$ cat src/rtl/addsub_arbiter_if.sv
// Request/response bundle between two requesters, their result consumer and addsub_arbiter.
// The master side is the requesters plus consumer; the slave side is the arbiter itself.
interface addsub_arbiter_if #(
    parameter int WIDTH = 8
);
    logic [1:0]       req_valid;
    logic [1:0]       req_ready;
    logic [1:0]       req_op0;
    logic [1:0]       req_op1;
    logic [WIDTH-1:0] req_a0;
    logic [WIDTH-1:0] req_b0;
    logic [WIDTH-1:0] req_a1;
    logic [WIDTH-1:0] req_b1;
    logic             rsp_valid;
    logic             rsp_ready;
    logic             rsp_id;
    logic [WIDTH-1:0] rsp_sum;
    logic             rsp_cout;
    logic             rsp_ovf;

    modport master (
        output req_valid, req_op0, req_op1, req_a0, req_b0, req_a1, req_b1, rsp_ready,
        input  req_ready, rsp_valid, rsp_id, rsp_sum, rsp_cout, rsp_ovf
    );

    modport slave (
        input  req_valid, req_op0, req_op1, req_a0, req_b0, req_a1, req_b1, rsp_ready,
        output req_ready, rsp_valid, rsp_id, rsp_sum, rsp_cout, rsp_ovf
    );
endinterface

$ cat src/rtl/addsub_arbiter.sv
// Round-robin time-sharing of one ripple-carry adder between two ADD/SUB/NEG/PASS requesters.
// Define ADDSUB_SAT_EN to saturate rsp_sum to the signed limit on overflow (default: wrap).

module addsub_arbiter_rca #(
    parameter int WIDTH = 8
) (
    input  logic [WIDTH-1:0] x_i,
    input  logic [WIDTH-1:0] y_i,
    input  logic             cin_i,
    output logic [WIDTH-1:0] sum_o,
    output logic             cout_o,
    output logic             ovf_o
);
    logic carry;
    logic carry_msb;

    // NOTE: every variable written in always_comb gets a value before any branch, so no latch is inferred.
    always_comb begin
        carry     = cin_i;
        carry_msb = 1'b0;
        sum_o     = '0;
        for (int i = 0; i < WIDTH; i++) begin
            if (i == WIDTH - 1) carry_msb = carry;
            sum_o[i] = x_i[i] ^ y_i[i] ^ carry;
            carry    = (x_i[i] & y_i[i]) | (carry & (x_i[i] ^ y_i[i]));
        end
        cout_o = carry;
        ovf_o  = carry_msb ^ carry;
    end
endmodule

module addsub_arbiter #(
    parameter int WIDTH = 8
) (
    input  logic              clk,
    input  logic              rst_n,
    addsub_arbiter_if.slave   bus
);
    typedef enum logic [1:0] {
        ST_IDLE,
        ST_EXEC,
        ST_RESP
    } state_e;

    typedef enum logic [1:0] {
        OP_ADD  = 2'b00,
        OP_SUB  = 2'b01,
        OP_NEG  = 2'b10,
        OP_PASS = 2'b11
    } op_e;

    localparam logic [WIDTH-1:0] SAT_POS = {1'b0, {(WIDTH-1){1'b1}}};
    localparam logic [WIDTH-1:0] SAT_NEG = {1'b1, {(WIDTH-1){1'b0}}};

    state_e           state_q, state_d;
    logic             prio_q, prio_d;
    op_e              op_q, op_d;
    logic [WIDTH-1:0] a_q, a_d;
    logic [WIDTH-1:0] b_q, b_d;
    logic             id_q, id_d;
    logic [WIDTH-1:0] sum_q, sum_d;
    logic             cout_q, cout_d;
    logic             ovf_q, ovf_d;

    logic             any_req;
    logic             grant_id;
    logic [1:0]       sel_op;
    logic [WIDTH-1:0] sel_a;
    logic [WIDTH-1:0] sel_b;

    logic [WIDTH-1:0] add_x;
    logic [WIDTH-1:0] add_y;
    logic             add_cin;
    logic [WIDTH-1:0] add_sum;
    logic             add_cout;
    logic             add_ovf;
    logic [WIDTH-1:0] exec_sum;

    // prio_q names the requester that wins when both are valid.
    assign any_req = |bus.req_valid;

    always_comb begin
        grant_id = 1'b0;
        unique case (bus.req_valid)
            2'b01:   grant_id = 1'b0;
            2'b10:   grant_id = 1'b1;
            2'b11:   grant_id = prio_q;
            default: grant_id = 1'b0;
        endcase
    end

    assign sel_op = grant_id ? bus.req_op1 : bus.req_op0;
    assign sel_a  = grant_id ? bus.req_a1  : bus.req_a0;
    assign sel_b  = grant_id ? bus.req_b1  : bus.req_b0;

    // Gated by rst_n so the accept strobe is also 0 while reset is held.
    assign bus.req_ready = (rst_n && state_q == ST_IDLE && any_req)
                         ? (grant_id ? 2'b10 : 2'b01) : 2'b00;

    always_comb begin
        add_x   = a_q;
        add_y   = '0;
        add_cin = 1'b0;
        unique case (op_q)
            OP_ADD:  begin add_x = a_q;  add_y = b_q;  add_cin = 1'b0; end
            OP_SUB:  begin add_x = a_q;  add_y = ~b_q; add_cin = 1'b1; end
            OP_NEG:  begin add_x = ~a_q; add_y = '0;   add_cin = 1'b1; end
            OP_PASS: begin add_x = a_q;  add_y = '0;   add_cin = 1'b0; end
            default: begin add_x = a_q;  add_y = '0;   add_cin = 1'b0; end
        endcase
    end

    addsub_arbiter_rca #(.WIDTH(WIDTH)) u_rca (
        .x_i    (add_x),
        .y_i    (add_y),
        .cin_i  (add_cin),
        .sum_o  (add_sum),
        .cout_o (add_cout),
        .ovf_o  (add_ovf)
    );

`ifdef ADDSUB_SAT_EN
    // On overflow the wrapped MSB is the inverse of the true sign.
    assign exec_sum = add_ovf ? (add_sum[WIDTH-1] ? SAT_POS : SAT_NEG) : add_sum;
`else
    assign exec_sum = add_sum;
`endif

    always_comb begin
        state_d = state_q;
        prio_d  = prio_q;
        op_d    = op_q;
        a_d     = a_q;
        b_d     = b_q;
        id_d    = id_q;
        sum_d   = sum_q;
        cout_d  = cout_q;
        ovf_d   = ovf_q;
        unique case (state_q)
            ST_IDLE: begin
                if (any_req) begin
                    state_d = ST_EXEC;
                    prio_d  = ~grant_id;
                    op_d    = op_e'(sel_op);
                    a_d     = sel_a;
                    b_d     = sel_b;
                    id_d    = grant_id;
                end
            end
            ST_EXEC: begin
                sum_d   = exec_sum;
                cout_d  = add_cout;
                ovf_d   = add_ovf;
                state_d = ST_RESP;
            end
            ST_RESP: begin
                if (bus.rsp_ready) state_d = ST_IDLE;
            end
            default: state_d = ST_IDLE;
        endcase
    end

    // NOTE: state registers use non-blocking assignments so every flop samples pre-edge values.
    // NOTE: datapath registers are reset too, because the response outputs must read 0 after reset.
    always_ff @(posedge clk or negedge rst_n) begin
        if (!rst_n) begin
            state_q <= ST_IDLE;
            prio_q  <= 1'b0;
            op_q    <= OP_ADD;
            a_q     <= '0;
            b_q     <= '0;
            id_q    <= 1'b0;
            sum_q   <= '0;
            cout_q  <= 1'b0;
            ovf_q   <= 1'b0;
        end else begin
            state_q <= state_d;
            prio_q  <= prio_d;
            op_q    <= op_d;
            a_q     <= a_d;
            b_q     <= b_d;
            id_q    <= id_d;
            sum_q   <= sum_d;
            cout_q  <= cout_d;
            ovf_q   <= ovf_d;
        end
    end

    assign bus.rsp_valid = (state_q == ST_RESP);
    assign bus.rsp_id    = id_q;
    assign bus.rsp_sum   = sum_q;
    assign bus.rsp_cout  = cout_q;
    assign bus.rsp_ovf   = ovf_q;

    a_ready_onehot: assert property (@(posedge clk) disable iff (!rst_n)
        $onehot0(bus.req_ready));

    a_ready_idle_only: assert property (@(posedge clk) disable iff (!rst_n)
        (|bus.req_ready) |-> (state_q == ST_IDLE));

    a_rsp_stable: assert property (@(posedge clk) disable iff (!rst_n)
        (bus.rsp_valid && !bus.rsp_ready) |=>
        (bus.rsp_valid && $stable({bus.rsp_id, bus.rsp_sum, bus.rsp_cout, bus.rsp_ovf})));
endmodule

$ cat src/flat_wrapper.sv
// flat-port wrapper written by rule: the top's interface ports become plain ports
module addsub_arbiter_flat 
#(
    parameter int WIDTH = 8
)
  (clk, rst_n, bus_req_valid, bus_req_op0, bus_req_op1, bus_req_a0, bus_req_b0, bus_req_a1, bus_req_b1, bus_rsp_ready, bus_req_ready, bus_rsp_valid, bus_rsp_id, bus_rsp_sum, bus_rsp_cout, bus_rsp_ovf);
  addsub_arbiter_if #(.WIDTH(WIDTH)) bus_i ();
  input  logic clk;
  input  logic rst_n;
  input wire logic [$bits(bus_i.req_valid)-1:0] bus_req_valid;
  input wire logic [$bits(bus_i.req_op0)-1:0] bus_req_op0;
  input wire logic [$bits(bus_i.req_op1)-1:0] bus_req_op1;
  input wire logic [$bits(bus_i.req_a0)-1:0] bus_req_a0;
  input wire logic [$bits(bus_i.req_b0)-1:0] bus_req_b0;
  input wire logic [$bits(bus_i.req_a1)-1:0] bus_req_a1;
  input wire logic [$bits(bus_i.req_b1)-1:0] bus_req_b1;
  input wire logic [$bits(bus_i.rsp_ready)-1:0] bus_rsp_ready;
  output wire logic [$bits(bus_i.req_ready)-1:0] bus_req_ready;
  output wire logic [$bits(bus_i.rsp_valid)-1:0] bus_rsp_valid;
  output wire logic [$bits(bus_i.rsp_id)-1:0] bus_rsp_id;
  output wire logic [$bits(bus_i.rsp_sum)-1:0] bus_rsp_sum;
  output wire logic [$bits(bus_i.rsp_cout)-1:0] bus_rsp_cout;
  output wire logic [$bits(bus_i.rsp_ovf)-1:0] bus_rsp_ovf;
  assign bus_i.req_valid = bus_req_valid;
  assign bus_i.req_op0 = bus_req_op0;
  assign bus_i.req_op1 = bus_req_op1;
  assign bus_i.req_a0 = bus_req_a0;
  assign bus_i.req_b0 = bus_req_b0;
  assign bus_i.req_a1 = bus_req_a1;
  assign bus_i.req_b1 = bus_req_b1;
  assign bus_i.rsp_ready = bus_rsp_ready;
  assign bus_req_ready = bus_i.req_ready;
  assign bus_rsp_valid = bus_i.rsp_valid;
  assign bus_rsp_id = bus_i.rsp_id;
  assign bus_rsp_sum = bus_i.rsp_sum;
  assign bus_rsp_cout = bus_i.rsp_cout;
  assign bus_rsp_ovf = bus_i.rsp_ovf;
  addsub_arbiter #(.WIDTH(WIDTH)) u_core (.clk(clk), .rst_n(rst_n), .bus(bus_i));
endmodule
$ cat config.mk
export PLATFORM = sky130hd
export DESIGN_NAME = addsub_arbiter_flat
export DESIGN_NICKNAME = d
export VERILOG_FILES = /design/src/rtl/addsub_arbiter_if.sv /design/src/rtl/addsub_arbiter.sv /design/src/flat_wrapper.sv
export SDC_FILE = /design/constraint.sdc
export NUM_CORES = 1
export LEC_CHECK = 0
export BUFFER_PORTS_ARGS = -buffer_cell sky130_fd_sc_hd__clkbuf_2
export CORE_AREA = 2 2 64 72
export CTS_BUF_LIST = sky130_fd_sc_hd__clkbuf_8
export CTS_CLUSTER_DIAMETER = 60
export DETAILED_ROUTE_END_ITERATION = 10
export DIE_AREA = 0 0 66 74
export PLACE_DENSITY = 0.77
export SLEW_MARGIN = 20
export SYNTH_ARGS = -nofsm -noshare
export SYNTH_HDL_FRONTEND = slang
export SYNTH_HIERARCHICAL = 1
export SYNTH_SLANG_ARGS = --single-unit
export TNS_END_PERCENT = 100
$ cat constraint.sdc
create_clock -name clk -period 4.2 [get_ports clk]
set_input_delay 0.21 -clock clk [delete_from_list [all_inputs] [get_ports clk]]
set_output_delay 0.21 -clock clk [all_outputs]
set_load 0.02 [all_outputs]
; ---- Word-level counts from Yosys, hierarchy flattened
; Cells that the tools add are included.
[classes]
add_sub_neg = 0
reduce_logical = 11
muxes = 12
div = 0
order_cmp = 0
shifts = 0
n_bitwise = 44
mul = 0
eq_ne = 9
[ops]
columns = cell, n
row1 = one-hot mux 8 bit (3 select lines), 1
row2 = bitwise XOR 1 bit, 17
row3 = AND 1 bit, 16
row4 = two-way mux 8 bit, 2
row5 = NOT 8 bit, 2
row6 = one-hot mux 8 bit (2 select lines), 1
row7 = == test 2 bit (second input constant), 5
row8 = two-way mux 2 bit, 5
row9 = OR 1 bit, 8
row10 = OR reduction 2 bit, 4
row11 = one-hot mux 2 bit (3 select lines), 1
row12 = == test 2 x 1 -> 1 bit (second input constant), 2
row13 = zero test 2 bit, 2
row14 = one-hot mux 1 bit (2 select lines), 2
row15 = AND reduction 2 bit, 2
row16 = OR reduction 3 bit, 1
row17 = logical AND 1 bit, 2
row18 = != test 2 x 1 -> 1 bit (second input constant), 1
row19 = != test 2 bit (second input constant), 1
row20 = NOT 1 bit, 1
[totals]
elab_cells = 85
mem_bits_rw = 0
input_bits = 41
latch_bits = 0
out_inout_bits = 14
register_bits = 32
mem_count = 0
mem_bits_ro = 0

; ---- Longest topological paths before layout
; Gate-level depths: netlist of run 1.
[logic_depth]
depth_word = 21
depth_mapped = 19
mapped_depth_nobuf = 18

; ---- Cells and area by module
; The synthesis of run 1 kept the hierarchy.
[by_module_without_submodules]
columns = module, seq_area_each_um2, instances, cells_each, area_per_inst_um2
row1 = addsub_arbiter, 800.8, 1, 193, 1793.0
row2 = addsub_arbiter_rca, 0.0, 1, 19, 206.4

; ---- Worst setup path after synthesis of run 1
; OpenSTA, ideal clock, no wires.
[synth_timing]
path_type = reg-to-reg
from = register u_core.op_q[0]
to = register u_core.ovf_q (netlist: u_core/bus.rsp_ovf)
setup_time_ns = 0.128
required_time_ns = 4.072
path_stages_with_launch = 20
synth_period_minus_slack_ns = 4.675
setup_slack_ns = -0.475
arrival_ns = 4.547
cell_sequence = dfrtp_1 -> inv_1 -> ha_1 -> clkbuf_1 -> buf_2 -> nand2_1 -> nand2_1 -> fa_1 -> inv_1 -> fa_1 -> inv_1 -> fa_1 -> fa_1 -> fa_1 -> fa_1 -> fa_1 -> inv_1 -> fa_1 -> xnor2_1 -> mux2_1
[synth_between]
elab_chain_cells = 21
elab_cells_between_ends = 44
[synth_lines]
columns = element, line_no
row1 = "start, declared", addsub_arbiter.sv:57  ; op_e op_q, op_d;
row2 = "start signal, assigned", addsub_arbiter.sv:179  ; op_q <= op_d;
row3 = == test 2 bit, addsub_arbiter.sv:104  ; unique case (op_q)
row4 = OR reduction 2 bit (no source line), -
row5 = one-hot mux 8 bit (3 select lines) (*), addsub_arbiter.sv:104
row6 = net u_core.add_y[0], addsub_arbiter.sv:72  ; logic [WIDTH-1:0] add_y;
row7 = bitwise XOR 1 bit, addsub_arbiter.sv:25  ; carry = (x_i[i] & y_i[i]) | (carry & (x_i[i] ^ y_i[i]));
row8 = AND 1 bit, addsub_arbiter.sv:25
row9 = OR 1 bit (*), addsub_arbiter.sv:25
row10 = AND 1 bit (*), addsub_arbiter.sv:25
row11 = [... 7 more ...], -
row12 = AND 1 bit (*), addsub_arbiter.sv:25
row13 = OR 1 bit (*), addsub_arbiter.sv:25
row14 = AND 1 bit (*), addsub_arbiter.sv:25
row15 = OR 1 bit (*), addsub_arbiter.sv:25
row16 = AND 1 bit, addsub_arbiter.sv:25
row17 = OR 1 bit, addsub_arbiter.sv:25
row18 = bitwise XOR 1 bit (*), addsub_arbiter.sv:28  ; ovf_o = carry_msb ^ carry;
row19 = net u_core.add_ovf, addsub_arbiter.sv:76  ; logic add_ovf;
row20 = "end signal, assigned", addsub_arbiter.sv:185  ; ovf_q <= ovf_d;
row21 = "end, declared", addsub_arbiter.sv:63  ; logic ovf_q, ovf_d;
; Mark *: on every way through the listed nets, which the timed path passes. The rest lies on a longest branch.
; A chain may end at the register's enable or synchronous reset.

; ---- Worst setup path in the final report of run 1
[layout_timing]
from = register u_core.op_q[0]
to = register u_core.sum_q[7] (netlist: u_core/bus.rsp_sum[7])
[layout_between]
elab_chain_cells = 19
elab_cells_between_ends = 41
[layout_lines]
columns = element, line_no
row1 = == test 2 x 1 -> 1 bit (tied with other cells), addsub_arbiter.sv:104
row2 = OR reduction 3 bit (no source line), -
row3 = one-hot mux 8 bit (2 select lines) (*), addsub_arbiter.sv:104
row4 = net u_core.add_x[0], addsub_arbiter.sv:71  ; logic [WIDTH-1:0] add_x;
row5 = bitwise XOR 1 bit, addsub_arbiter.sv:25
row6 = AND 1 bit, addsub_arbiter.sv:25
row7 = OR 1 bit (*), addsub_arbiter.sv:25
row8 = AND 1 bit (*), addsub_arbiter.sv:25
row9 = [... 5 more ...], -
row10 = AND 1 bit (*), addsub_arbiter.sv:25
row11 = OR 1 bit (*), addsub_arbiter.sv:25
row12 = AND 1 bit (*), addsub_arbiter.sv:25
row13 = OR 1 bit (*), addsub_arbiter.sv:25
row14 = AND 1 bit (*), addsub_arbiter.sv:25
row15 = OR 1 bit (*), addsub_arbiter.sv:25
row16 = bitwise XOR 1 bit (*), addsub_arbiter.sv:24  ; sum_o[i] = x_i[i] ^ y_i[i] ^ carry;
row17 = net u_core.add_sum[7], addsub_arbiter.sv:74  ; logic [WIDTH-1:0] add_sum;
row18 = "end signal, assigned", addsub_arbiter.sv:183  ; sum_q <= sum_d;
row19 = "end, declared", addsub_arbiter.sv:61  ; logic [WIDTH-1:0] sum_q, sum_d;
; Marked as above.

==> results of run 1 <==
-- metrics by stage --
stage	util, %	total power, mW	hold slack, ns	instance area [um^2]
floorplan	-	1.50	-0.0856	2030
global placement	54.4	1.74	0.257	2280
detailed placement	54.4	1.80	0.256	2280
CTS	56.8	2.04	0.103	2380
global route	58.2	2.32	0.135	2440
finish	58.2	2.10	0.110	2440
-- synthesized netlist by cell type (3+ instances only) --
cell type,instances
a21oi_1,19
a31oi_1,10
a31oi_2,9
buf_2,10
dfrtp_1,32
fa_1,8
ha_1,3
inv_1,13
mux2_1,10
nand2_1,24
nand2b_1,3
nand3_1,18
nor2_1,9
o21ai_0,17
xor2_1,8
-- cell families (layout without fill, tap and decap cells) --
| logic type | count (synthesis) | count (layout) | synth area share (%) |
|---|---|---|---|
| buffers and inverters | 32 | 84 | 7.95 |
| and+or+nand+nor | 60 | 60 | 13.8 |
| muxes | 10 | 10 | 5.63 |
| xor gates and xnor gates | 9 | 9 | 3.94 |
| AOI/OAI and AO/OA | 58 | 58 | 18.7 |
| DFF | 32 | 32 | 40.1 |
| adders and majority gates | 11 | 11 | 9.89 |
-- critical path, stage by stage, from the launching register on --
cell and delay (ns):
dfrtp_1 0.39, inv_2 0.08, ha_4 0.17, xor2_2 0.18, fa_2 0.40, inv_2 0.07
fa_1 0.18, inv_1 0.06, fa_2 0.34, fa_2 0.37, fa_2 0.41, fa_2 0.40
fa_2 0.41, inv_2 0.07, fa_2 0.43, inv_2 0.05, mux2_1 0.11
-- registers in the layout, summed over array words and instances (netlist names) --
register and flops:
u_core/bus.rsp_id 1, u_core/bus.rsp_cout 1, u_core/state_q 2, u_core/bus.rsp_ovf 1
u_core/a_q 8, u_core/bus.rsp_sum 8, u_core/op_q 2, u_core/prio_q 1
u_core/b_q 8
-- power breakdown --
part           total, mW  switching [mW]  internal (mW)
clock              0.232           0.103          0.129
sequential         0.592           0.119          0.473
combinational       1.28           0.714          0.567
-- cell type report --
class                           instances  area, um^2
Fill cell                             394        1750
Clock inverter                          2        7.51
Sequential cell                        32         801
Multi-Input combinational cell        148        1100
Inverter                               15        58.8
Clock buffer                            6        82.6
Timing Repair Buffer                   61         325
Tap cell                               54        67.6
-- routing by layer --
layer	track usage [%]	vias up	wire, um
li1	-	822	-
met1	24.5	778	1820
met2	34.1	48	2340
met3	3.63	4	199
met4	4.76	0	35
met5	0	-	0
-- worst paths after layout --
path | from | endpoint | slack (ns) | cells after the start
min in group asynchronous | rst_n | u_core/bus.rsp_sum[3]$_DFFE_PN0N_ | 0.49 | 3
max in group asynchronous | rst_n | u_core/bus.rsp_id$_DFFE_PN0P_ | 3.41 | 3
hold reg to reg | u_core/bus.rsp_sum[0]$_DFFE_PN0N_ | u_core/bus.rsp_sum[0]$_DFFE_PN0N_ | 0.49 | 1
hold / removal | bus_rsp_ready | u_core/state_q[1]$_DFFE_PN0P_ | 0.11 | 2
setup reg to reg | u_core/op_q[0]$_DFFE_PN0P_ | u_core/bus.rsp_sum[7]$_DFFE_PN0N_ | 0.04 | 16
setup / recovery | u_core/op_q[0]$_DFFE_PN0P_ | u_core/bus.rsp_sum[7]$_DFFE_PN0N_ | 0.04 | 16
-- timing repair --
| item | CTS | global route |
|---|---|---|
| hold buffers | 1 | 0 |
| buffers inserted | 0 | 2 |
| setup endpoints to repair | 0 | 3 |
| resized for setup | 0 | 12 |
| hold endpoints to repair | 32 | 0 |
==> impl_metrics.toml, run 1 <==
[synth]
synth_seq_cells = 32
postSynthAreaPerCell_um2 = 9.43
synth_enable_flop_cells = 0
post_synth_main_area_contributors = "dfrtp_1 40%, fa_1 8.0%, a31oi_2 5.6%, mux2_1 5.6%, a21oi_1 4.8%"
post-synth-top-area-fraction_pct = 40.1
syn_inst_count = 212
syn-cell-area_um2 = 2000
yosysSeqAreaShare_pct = 40.1
yosysUniqueCellTypes = 30
synth.net_count = 264
async_flop_share_pct = 100
synth.largest_area_cell = "dfrtp_1"
yosys_warnings = 6
synth_ff_type = "dfrtp_1"

[drt]
antenna_left = 0
detailed_route_via_count = 1652
wl_per_cell_um = 13.8
drt_pass1_iterations = 4
wirelength_um = 4390
mean_number_of_vias_per_cell = 5.19
initial_drt_markers = 63
drcViolationCount = 0

[layout]
design.final.nets = 315
layout_commonest_cell = "clkbuf_2"
finalNonFillerCells = 318
most-common-layout-cells = "54 x clkbuf_2, 32 x dfrtp_1, 24 x nand2_1, 19 x a21oi_1, 18 x nand3_1"
areaGrowthSynthToFinish_pct = 22.1
num_antenna_cells = 0
drive_gt1_share_pct = 36.7

[power]
leakagePower_nw = 1.15
peakVddDrop_mv = 0.348
power.density_cell_area_nw_per_um2 = 862

[run_status]
run_status = "finished, final reports clean"

[timing]
final_hold_viol_count = 0
final.period_utilization_pct = 99.0
timing.final.crit_period_ns = 4.16
final_setup_margin_ns = 0.0400
timing.max_slew.rel_slack_pct = 36.5
drv_slew = 0
timing.fmax_mhz = 240
setup_viol = 0
rsz_0062_raised_after_global_routing = "yes"
max_slew.worst_pin.slew_ns = 0.952
fin_clk_skew_ns = 0.00122
final.setup.tns_ns = 0

[floorplan]
area_enclosed_by_the_die_boundary_um2 = 4880
initial_core_util_pct = 47.7
die_y_um = 74
die_width_um = 66
fp-row-count = 25
core_um2 = 4190
design.portCount = 55

[worst_setup_path]
arrival_ns = 4.37
end_kind = "flop"
worst-setup-path-type = "reg2reg"
worstPathMaxFanout = 3
timing.critical_path.from_type = "flop"
required_ns = 4.41

[grt]
overall_global_routing_resource_usage_pct = 19.2
pin_count_of_the_biggest_net_entering_global_routing = 35
initial_antenna_violation_count = 0
grt_first_pass_wirelength_um = 7180
grt_pass1_vias = 1609
overflow = 0

[cts]
cts.reportedPaths.clkPinSlew_ns = 0.06
tritoncts.num_buffers = 5
cts-root-buf = "clkbuf_8"
cts_tree = "yes"
clkLatencyLatePin_ns = 0.27
numClockSinks = 32
h-tree-depth = 2
clock_path_buffers = 2

[place]
dp.final_hpwl_um = 3270
pre_cts_slack_ns = 0.0193
placedCellCount = 307
place.gp.congestion = 0.797
port-buffer-count = 54

[job]
cap_viol_max_count = 0

[worst_hold_path]
holdCritPathClass = "in2reg"
Note: power is estimated with default switching activity, not from simulation.
==> run 2, diff against run 1 <==
--- a/config.mk
+++ b/config.mk
@@ -6,15 +6,14 @@
 export NUM_CORES = 1
 export LEC_CHECK = 0
 export BUFFER_PORTS_ARGS = -buffer_cell sky130_fd_sc_hd__clkbuf_2
-export CORE_AREA = 2 2 64 72
+export CORE_AREA = 2 2 62 70
 export CTS_BUF_LIST = sky130_fd_sc_hd__clkbuf_8
 export CTS_CLUSTER_DIAMETER = 60
 export DETAILED_ROUTE_END_ITERATION = 10
-export DIE_AREA = 0 0 66 74
-export PLACE_DENSITY = 0.77
+export DIE_AREA = 0 0 64 72
+export PLACE_DENSITY = 0.75
 export SLEW_MARGIN = 20
 export SYNTH_ARGS = -nofsm -noshare
 export SYNTH_HDL_FRONTEND = slang
-export SYNTH_HIERARCHICAL = 1
 export SYNTH_SLANG_ARGS = --single-unit
 export TNS_END_PERCENT = 100
==> impl_metrics.toml, run 2 <==
[drt]
initial_drt_markers = 49
detailed_route_via_count = 1334
drt_pass1_iterations = 4
wl_per_cell_um = 13.5
mean_number_of_vias_per_cell = 5.03
antenna_left = 0
drcViolationCount = 0
wirelength_um = 3570

[layout]
stdcell_area_um2 = 2190
design.final.nets = 264
most-common-layout-cells = "54 x clkbuf_2, 32 x dfrtp_1, 19 x and3_1, 18 x a221o_1, 16 x nand2_1"
drive_gt1_share_pct = 41.3
layout_commonest_cell = "clkbuf_2"
areaGrowthSynthToFinish_pct = 24.7
num_antenna_cells = 0

[synth]
yosys.cell_count.top_type = "dfrtp_1"
synth_ff_type = "dfrtp_1"
dominant_combinational_cell_family_by_area_after_synthesis = "compound AO/OA/AOI/OAI gates"
yosysUniqueCellTypes = 25
synth_commonest_cells = "32 x dfrtp_1, 19 x and3_1, 18 x a221o_1"
post_synth_main_area_contributors = "dfrtp_1 46%, a221o_1 10%, fa_1 9.1%, and3_1 6.8%, mux2_2 3.8%"
syn_inst_count = 156
yosys_warnings = 0
synth_xor_xnor_area_share_pct = 4.49
synth.net_count = 208
syn-cell-area_um2 = 1760
synthesized_area_fraction_occupied_by_adder_cells_pct = 11.3
postSynthAreaPerCell_um2 = 11.3
yosysSeqAreaShare_pct = 45.6
async_flop_share_pct = 100
multiplexer_fraction_of_the_synthesized_cell_area_pct = 3.85
synth_enable_flop_cells = 0
synth_simple_gate_area_share_pct = 14.2
post-synth-top-area-fraction_pct = 45.6
synth.largest_area_cell = "dfrtp_1"
area_fraction_in_compound_gates_after_synthesis_pct = 14.8
synth_seq_cells = 32

[cts]
cts_tree = "yes"
numClockSinks = 32
clkLatencyLatePin_ns = 0.28
cts.reportedPaths.clkPinSlew_ns = 0.06
clock_path_buffers = 2
tritoncts.num_buffers = 5
cts-root-buf = "clkbuf_8"
post_cts_hold_buffer_count = 0
h-tree-depth = 2

[place]
postPlaceCellArea_um2 = 2050
pre_cts_slack_ns = -0.106
dp.final_hpwl_um = 2780
place.gp.congestion = 0.808
port-buffer-count = 54

[timing]
final.setup.tns_ns = 0
drv_slew = 0
final_setup_margin_ns = 0.154
fin_clk_skew_ns = 0.000941
timing.max_slew.rel_slack_pct = 45.9
rsz_0062_raised_after_global_routing = "no"
final.period_utilization_pct = 96.3
timing.fmax_mhz = 247
max_slew.worst_pin.slew_ns = 0.812
setup_viol = 0
final_hold_viol_count = 0
timing.final.crit_period_ns = 4.05

[grt]
global_route.usage.met1_pct = 20.3
globalRouteMet3Util_pct = 5.43
globalRouteMet2Util_pct = 29.2
overall_global_routing_resource_usage_pct = 17.3
initial_antenna_violation_count = 0
gr-max-usage-layer = "met2"
grt_first_pass_wirelength_um = 6000
pin_count_of_the_biggest_net_entering_global_routing = 35
grt_pass1_vias = 1303
overflow = 0

[worst_setup_path]
end_kind = "flop"
arrival_ns = 4.25
worst-setup-path-type = "reg2reg"
timing.critical_path.from_type = "flop"
worstPathMaxFanout = 3
required_ns = 4.40

[power]
combPwrFrac_pct = 57.8
power.density_cell_area_nw_per_um2 = 879
leakagePower_nw = 1.16
power_switching_mw = 0.799
clkPwrFrac_pct = 12.4
switching_share_pct = 41.5
peakVddDrop_mv = 0.433
power.share.sequential_pct = 29.9
internal_power_mw = 1.13

[floorplan]
fp-row-count = 24
design.portCount = 55
initial_core_util_pct = 45.3
die_width_um = 64
die_y_um = 72
area_enclosed_by_the_die_boundary_um2 = 4610
core_um2 = 3870

[run_status]
run_status = "finished, final reports clean"

[job]
cap_viol_max_count = 0

[worst_hold_path]
holdCritPathClass = "in2async"
[run 2: cell types whose count changed after synthesis, sizes merged, moves of 9 or more]
| cell | change |
|---|---|
| a221o | +18 |
| and3 | +19 |
| a31oi | -19 |
| nand3 | -18 |
| nand2 | -9 |
| a21oi | -17 |
| o21ai | -10 |
[run 2: worst paths after layout]
check,startpoint,end,slack [ns],depth (start not counted)
max in group asynchronous,rst_n,u_core.b_q[5]$_DFFE_PN0P_,3.68,1
min,rst_n,u_core.bus.rsp_sum[0]$_DFFE_PN0N_,0.007,1
min in group clk,bus_rsp_ready,u_core.state_q[1]$_DFFE_PN0P_,0.12,2
max,u_core.op_q[0]$_DFFE_PN0P_,u_core.bus.rsp_sum[7]$_DFFE_PN0N_,0.15,14
min reg2reg,u_core.bus.rsp_id$_DFFE_PN0P_,u_core.bus.rsp_id$_DFFE_PN0P_,0.48,1
max reg2reg,u_core.op_q[0]$_DFFE_PN0P_,u_core.bus.rsp_sum[7]$_DFFE_PN0N_,0.15,14
[run 2: kinds of logic (layout without fill, tap and decap cells)]
group,Yosys count,after routing
simple gates,47,47
compound gates,32,32
flops,32,32
buf+inv,19,76
fa+ha+maj,11,11
xor+xnor,9,9
mux,6,6
[run 2: through the flow]
stage / hold slack (ns) / power (mW) / std cells / util, %
after floorplan: -0.0856 / 1.34 / 156 / -
final: 0.00684 / 1.92 / 265 / 56.6
after detailed placement: 0.334 / 1.65 / 255 / 53.0
after global placement: 0.334 / 1.59 / 255 / 53.0
after CTS: 0.0287 / 1.91 / 264 / 55.9
after global routing: 0.0592 / 2.10 / 265 / 56.6
[run 2: power by group through the flow]
| stage | registers [mW] | logic [mW] | clock network [mW] |
|---|---|---|---|
| after floorplan | 0.610 | 0.728 | 0 |
| after global placement | 0.576 | 1.01 | 0 |
| after detailed placement | 0.579 | 1.07 | 0 |
| after CTS | 0.576 | 1.09 | 0.246 |
| after global routing | 0.591 | 1.24 | 0.262 |
| final | 0.575 | 1.11 | 0.238 |
[run 2: per-layer routing]
metal / vias to the layer above / routed length (um)
li1: 662 / -
met1: 632 / 1550
met2: 35 / 1800
met3: 5 / 174
met4: 0 / 48
met5: - / 0
[run 2: cell type report]
cell class                 count  area (um^2)
fill                         346         1680
multi-input combinational    105          883
sequential                    32          801
timing repair buffer          61          323
clock buffer                   6         82.6
tap                           52         65.1
inverter                       7         26.3
clock inverter                 2         10.0
[run 2: worst max-delay path, stage by stage, from the launching register on]
cell,delay (ns)
dfrtp_1,0.41
ha_1,0.22
nor3b_1,0.13
a21oi_1,0.17
fa_2,0.21
inv_1,0.06
fa_2,0.35
fa_2,0.35
fa_2,0.35
fa_2,0.35
fa_1,0.38
fa_2,0.35
inv_1,0.08
fa_1,0.41
o21ai_1,0.13
[run 2: timing repair]
item,4_1_cts,5_1_grt
buffers inserted,1,1
pin swaps,0,1
endpoints found under the setup margin,2,2
resized for setup,3,7
